`config.mk`:
```
export PLATFORM = sky130hd
export DESIGN_NAME = adder_flags
export DESIGN_NICKNAME = d
export VERILOG_FILES = /design/src/rtl/adder_flags.sv
export SDC_FILE = /design/constraint.sdc
export NUM_CORES = 1
export LEC_CHECK = 0
export BUFFER_PORTS_ARGS = -buffer_cell sky130_fd_sc_hd__buf_2
export CAP_MARGIN = 25
export CELL_PAD_IN_SITES_DETAIL_PLACEMENT = 0
export CELL_PAD_IN_SITES_GLOBAL_PLACEMENT = 1
export CORE_UTILIZATION = 30
export CTS_CLUSTER_DIAMETER = 30
export DETAILED_ROUTE_END_ITERATION = 7
export HOLD_SLACK_MARGIN = 0.15
export MAX_ROUTING_LAYER = met4
export PLACE_DENSITY = 0.82
export SLEW_MARGIN = 25
export SYNTH_ARGS = -nofsm -noshare
export SYNTH_HDL_FRONTEND = slang
export SYNTH_SLANG_ARGS = --single-unit
```
`constraint.sdc`:
```
create_clock -name clk -period 0.8 [get_ports clk]
set_input_delay 0.04 -clock clk [delete_from_list [all_inputs] [get_ports clk]]
set_output_delay 0.04 -clock clk [all_outputs]
set_load 0.005 [all_outputs]
```
`src/rtl/adder_flags.sv`:
```
// Registered WIDTH-bit adder with carry-in producing sum plus C/V/Z status flags.
// Define ADDER_NEG_FLAG_EN to add a registered negative flag output N.
module adder_flags #(
  parameter int WIDTH = 8
) (
  input  logic             clk,
  input  logic             rst_n,
  input  logic             in_valid,
  input  logic [WIDTH-1:0] a,
  input  logic [WIDTH-1:0] b,
  input  logic             cin,
  output logic [WIDTH-1:0] sum,
  output logic             C,
  output logic             V,
  output logic             Z,
`ifdef ADDER_NEG_FLAG_EN
  output logic             N,
`endif
  output logic             out_valid
);

  logic [WIDTH:0]   full;
  logic [WIDTH-1:0] sumNext;
  logic             carryNext;
  logic             overflowNext;
  logic             zeroNext;

  // One bit wider than the operands so the carry-out falls out as the top bit.
  always_comb begin
    full         = {1'b0, a} + {1'b0, b} + {{WIDTH{1'b0}}, cin};
    sumNext      = full[WIDTH-1:0];
    carryNext    = full[WIDTH];
    overflowNext = (a[WIDTH-1] == b[WIDTH-1]) && (sumNext[WIDTH-1] != a[WIDTH-1]);
    zeroNext     = (sumNext == '0);
  end

  // Result and flags only load on valid inputs, so garbage operands on idle cycles are ignored.
  always_ff @(posedge clk or negedge rst_n) begin
    if (!rst_n) begin
      sum <= '0;
      C   <= 1'b0;
      V   <= 1'b0;
      Z   <= 1'b0;
    end else if (in_valid) begin
      sum <= sumNext;
      C   <= carryNext;
      V   <= overflowNext;
      Z   <= zeroNext;
    end
  end

`ifdef ADDER_NEG_FLAG_EN
  always_ff @(posedge clk or negedge rst_n) begin
    if (!rst_n) begin
      N <= 1'b0;
    end else if (in_valid) begin
      N <= sumNext[WIDTH-1];
    end
  end
`endif

  always_ff @(posedge clk or negedge rst_n) begin
    if (!rst_n) begin
      out_valid <= 1'b0;
    end else begin
      out_valid <= in_valid;
    end
  end

endmodule

```
Yosys cells after proc, flatten, opt, wreduce, memory -nomap -nowiden

Index checks and enable logic that the tools add are counted.

Add/sub/neg operators: 2
Eq/ne operators: 2
Reduce and logical (&&, ||, !) cells: 2

Operators with widths:

| kind                                   | number |
|---|---|
| 8-bit by 8-bit adder with 9-bit output | 1 |
| 9-bit by 1-bit adder with 9-bit output | 1 |
| 8-bit zero test                        | 1 |
| 1-bit == test                          | 1 |
| 1-bit logical AND                      | 1 |
| 1-bit inequality test                  | 1 |

Bits of input ports: 20
Register bits: 12
Logic and storage cells: 11

Depth between registers and ports, before layout

Word-level depth: 4
Depth in mapped cells: 9
Depth with buffers taken out: 9

Worst setup path before layout

Ideal clock, no wire load.

Path kind: in2reg
Start point: in a[0]
End point: reg Z
Stages on the path: 9
Path buffers: 0
Arrival: 1,856 ps
Setup slack: -1,151 ps
Path through: inv_1 -> fa_1 -> inv_1 -> fa_1 -> a211o_1 -> a2111o_1 -> o211ai_2 -> o2111ai_2 -> o32ai_2

Word-level cells in the longest chain between the ends: 3

RTL lines:

| what                                   | RTL line | text |
|---|---|---|
| start, declared                        | 9        | `input logic [WIDTH-1:0] a,` |
| 8-bit by 8-bit adder with 9-bit output | 30       | `full = {1'b0, a} + {1'b0, b} + {{WIDTH{1'b0}}, cin};` |
| 9-bit by 1-bit adder with 9-bit output | 30       |  |
| 8-bit zero test                        | 34       | `zeroNext = (sumNext == '0);` |
| end signal, assigned                   | 48       | `Z <= zeroNext;` |
| end, declared                          | 15       | `output logic Z,` |

Every way passes these cells.
A chain may end at the register's enable or synchronous reset.

Worst setup path in the final report

Same ends and word-level chain as after synthesis.

==> metrics.md <==
| Metric | Value |
|---|---|
| Clk sinks | `12` |
| Leak | `0.720 nW` |
| Syn nets | `112` |
| CTS tree | `done` |
| Post-synth EDFFs | `0` |
| Final ANT Viol Nets | `0` |
| Core Util, Final | `58.4%` |
| Wire length per cell | `12.4 um` |
| CP startpoint kind | `input pin` |
| Initial antenna violation count | `0` |
| Max-slew violations | `0` |
| Final Power | `0.00230 W` |
| Gpl congestion | `0.796` |
| Final Cell Area | `~1500 um2` |
| Reg clk slew, reported paths | `0.08 ns` |
| CTS Buffer Depth | `2` |
| Gr ovfl total | `0` |
| Hpwl dp | `1650 um` |
| Share of the synthesized area in the top cell type | `36.0%` |
| Fin Hold WS | `0.144 ns` |
| Min Clock Period, post-route | `around 1.7 ns` |
| Core footprint | `2540 um2` |
| Period utilization | `212%` |
| Required time of the critical path | `0.98 ns` |
| Clk Latency, worst-skew pair | `0.27 ns` |
| Crit Path Class | `in -> reg` |
| CP delay by family, top | `compound AO/OA/AOI/OAI gates` |
| Ys flop type | `dfrtp_1` |
| Synth area leader | `dfrtp_1` |
| Seq/Total Area, Yosys | `between 30% and 40%` |
| Die Wd | `roughly 55 um` |
| Synthesized cell area | `about 830 um2` |
| GRT Total Usage | `between 15 and 20%` |
| Placement Cell Area | `around 1200 um2` |
| Synthesized instance count | `83` |
| Failing checks | `setup timing` |
| Final #Nets | `between 150 and 200` |
| Worst hold path class | `in -> reg` |
| Via count | `approximately 840` |
| Drt first pass iters | `2` |
| Root Driver | `clkbuf_4` |
| Least-Margin Pin Slew | `0.381 ns` |
| Final setup violation count | `21` |
| Yosys warns | `0` |
| Ratio of cells with drive above 1 in the final layout | `between 60% and 70%` |
| Total die area | `2990 um2` |
| Die Ht | `54.7 um` |
| Io pins | `32` |
| CP Buf/Inv Count | `3` |
| Status | `finished with violations` |
| Pin count of the biggest net entering global routing | `13` |
| CP most frequent cell | `fa_2` |
| Post-route setup TNS | `-6.52 ns` |
| Distinct cells, synth | `34` |
| Crit-path max FO | `2` |
| Area Overhead vs Synth | `78.4%` |
| Async S/R FF share, synth | `100%` |
| Worst path slowest cell | `a2111o_1` |
| Initial Utilization | `32.7%` |
| Port Buffers | `31` |
| Drt initial violations | `2` |
| Clock Skews | `0 ns` |
| WL final | `2200 um` |
| VDD IR max | `1.56 mV` |
| Setup ws final | `-0.895 ns` |
| H-tree depth | `1` |
| Diodes inserted | `0` |
| RSZ-0062 raised after global routing | `true` |
| First-pass GRT wire length | `roughly 3400 um` |
| Number of max-cap violations | `0` |
| Number of global-route vias before repair | `809` |
| Slew HR | `74.4%` |
| Crit. End Element | `register` |
| Syn_area_per_cell | `10.0 um2` |
| DRC | `0` |
| Vias per cell | `4.71` |
| Biggest cell delay along the critical path | `around 0.38 ns` |
| Crit path DAT | `~1.9 ns` |
| Number of CTS-inserted buffers | `3` |
| Fin. Hold Viols | `0` |
| Site Rows | `18` |
| Top cells by area in the synthesized netlist | `dfrtp_1, ha_1, fa_1` |
| F_max | `0.590 GHz` |
| Yosys reg bits | `12` |
| Critical-path cell list | `buf_8 -> inv_12 -> fa_2 -> inv_2 -> fa_2 -> a211o_1 -> a2111o_1 -> o211ai_2 -> o2111ai_2 -> o32ai_2` |
| PwrDens | `1550 nW/um2` |
==> cell families (layout without fill, tap and decap cells) <==
| family | Yosys count | in the layout | share of synthesized area, % |
|---|---|---|---|
| compound gates | 26 | 26 | 24.5 |
| xor+xnor | 4 | 4 | 4.20 |
| fa+ha+maj | 9 | 9 | 15.3 |
| buf+inv | 8 | 73 | 3.60 |
| flops | 12 | 12 | 36.0 |
| mux | 3 | 3 | 4.05 |
| simple gates | 21 | 21 | 12.3 |
==> worst register-to-register path, stage by stage (launching register included) <==
cell	delay (ns)
dfrtp_1	0.38
buf_4	0.13
a21o_1	0.16
==> cell usage after synthesis (2+ instances only) <==
cell	instances
dfrtp_1	12
ha_1	7
inv_1	7
nor2_1	6
a21oi_1	5
nand2_1	5
nor3_1	4
mux2_2	3
o21a_1	3
xnor2_1	3
a21o_1	2
fa_1	2
o21ai_0	2
o21ai_1	2
==> routing by layer <==
| metal | vias to the layer above | wire, um | GRT usage, % |
|---|---|---|---|
| li1 | 430 | - | - |
| met1 | 386 | 940 | 17.9 |
| met2 | 23 | 1160 | 30.7 |
| met3 | 0 | 104 | 5.28 |
| met4 | 0 | 0 | 0.855 |
| met5 | - | 0 | - |
==> sequential cells by signal (all words and copies together), names as in the netlist <==
name / count
C: 1
V: 1
Z: 1
out_valid: 1
sum: 8
==> report_power, final <==
part	internal [W]	switching [W]
Combinational	0.000620	0.000449
Clock	0.000277	0.000206
Sequential	0.000704	0.0000465
Total	0.00160	0.000701
==> final cells by class <==
class / instances / area, um2
Fill cell: 236 / 1060
Multi-Input combinational cell: 63 / 641
Sequential cell: 12 / 300
Timing Repair Buffer: 62 / 428
Inverter: 7 / 43.8
Clock buffer: 4 / 36.3
Tap cell: 30 / 37.5
==> final timing paths <==
check                      depth (start not counted)  slack (ns)          startpoint                  end
min reg2reg                                        2        0.49  sum[4]$_DFFE_PN0P_   sum[4]$_DFFE_PN0P_
min in group asynchronous                          2        0.16               rst_n  out_valid$_DFF_PN0_
max                                               10       -0.90                a[0]        Z$_DFFE_PN0P_
max reg2reg                                        2        0.03  sum[3]$_DFFE_PN0P_   sum[3]$_DFFE_PN0P_
min                                                4        0.14            in_valid   sum[4]$_DFFE_PN0P_
max in group asynchronous                          2        0.43               rst_n        V$_DFFE_PN0P_
==> cells in the final DEF, fill, tap and decap left out, types with 2 or more instances in the layout <==
| cell type | n |
|---|---|
| o21a_1 | 3 |
| inv_1 | 3 |
| nor2_1 | 6 |
| nor3_2 | 2 |
| dfrtp_1 | 12 |
| mux2_4 | 3 |
| ha_1 | 5 |
| buf_2 | 29 |
| a21oi_1 | 3 |
| fa_2 | 2 |
| clkbuf_4 | 3 |
| a21o_1 | 2 |
| inv_2 | 2 |
| nor3_1 | 2 |
| nand2_1 | 5 |
| o21ai_1 | 2 |
| dlygate4sd3_1 | 2 |
| buf_4 | 24 |
| buf_6 | 6 |
| a21oi_2 | 2 |
==> timing repair <==
| action | 4_1_cts | 5_1_grt |
|---|---|---|
| pin swaps | 14 | 6 |
| buffers inserted | 7 | 1 |
| hold buffers | 2 | 0 |
| endpoints found under the hold margin | 15 | 0 |
| setup endpoints to repair | 22 | 22 |
| resized for setup | 22 | 5 |
==> per-stage QoR <==
stage | worst slack, ns | std cells
global route | -0.977 | 178
finish | -0.895 | 178
global placement | -1.22 | 164
floorplan | -1.04 | 83
CTS | -0.885 | 177
detailed placement | -1.30 | 164
(Power assumes the default switching activity.)
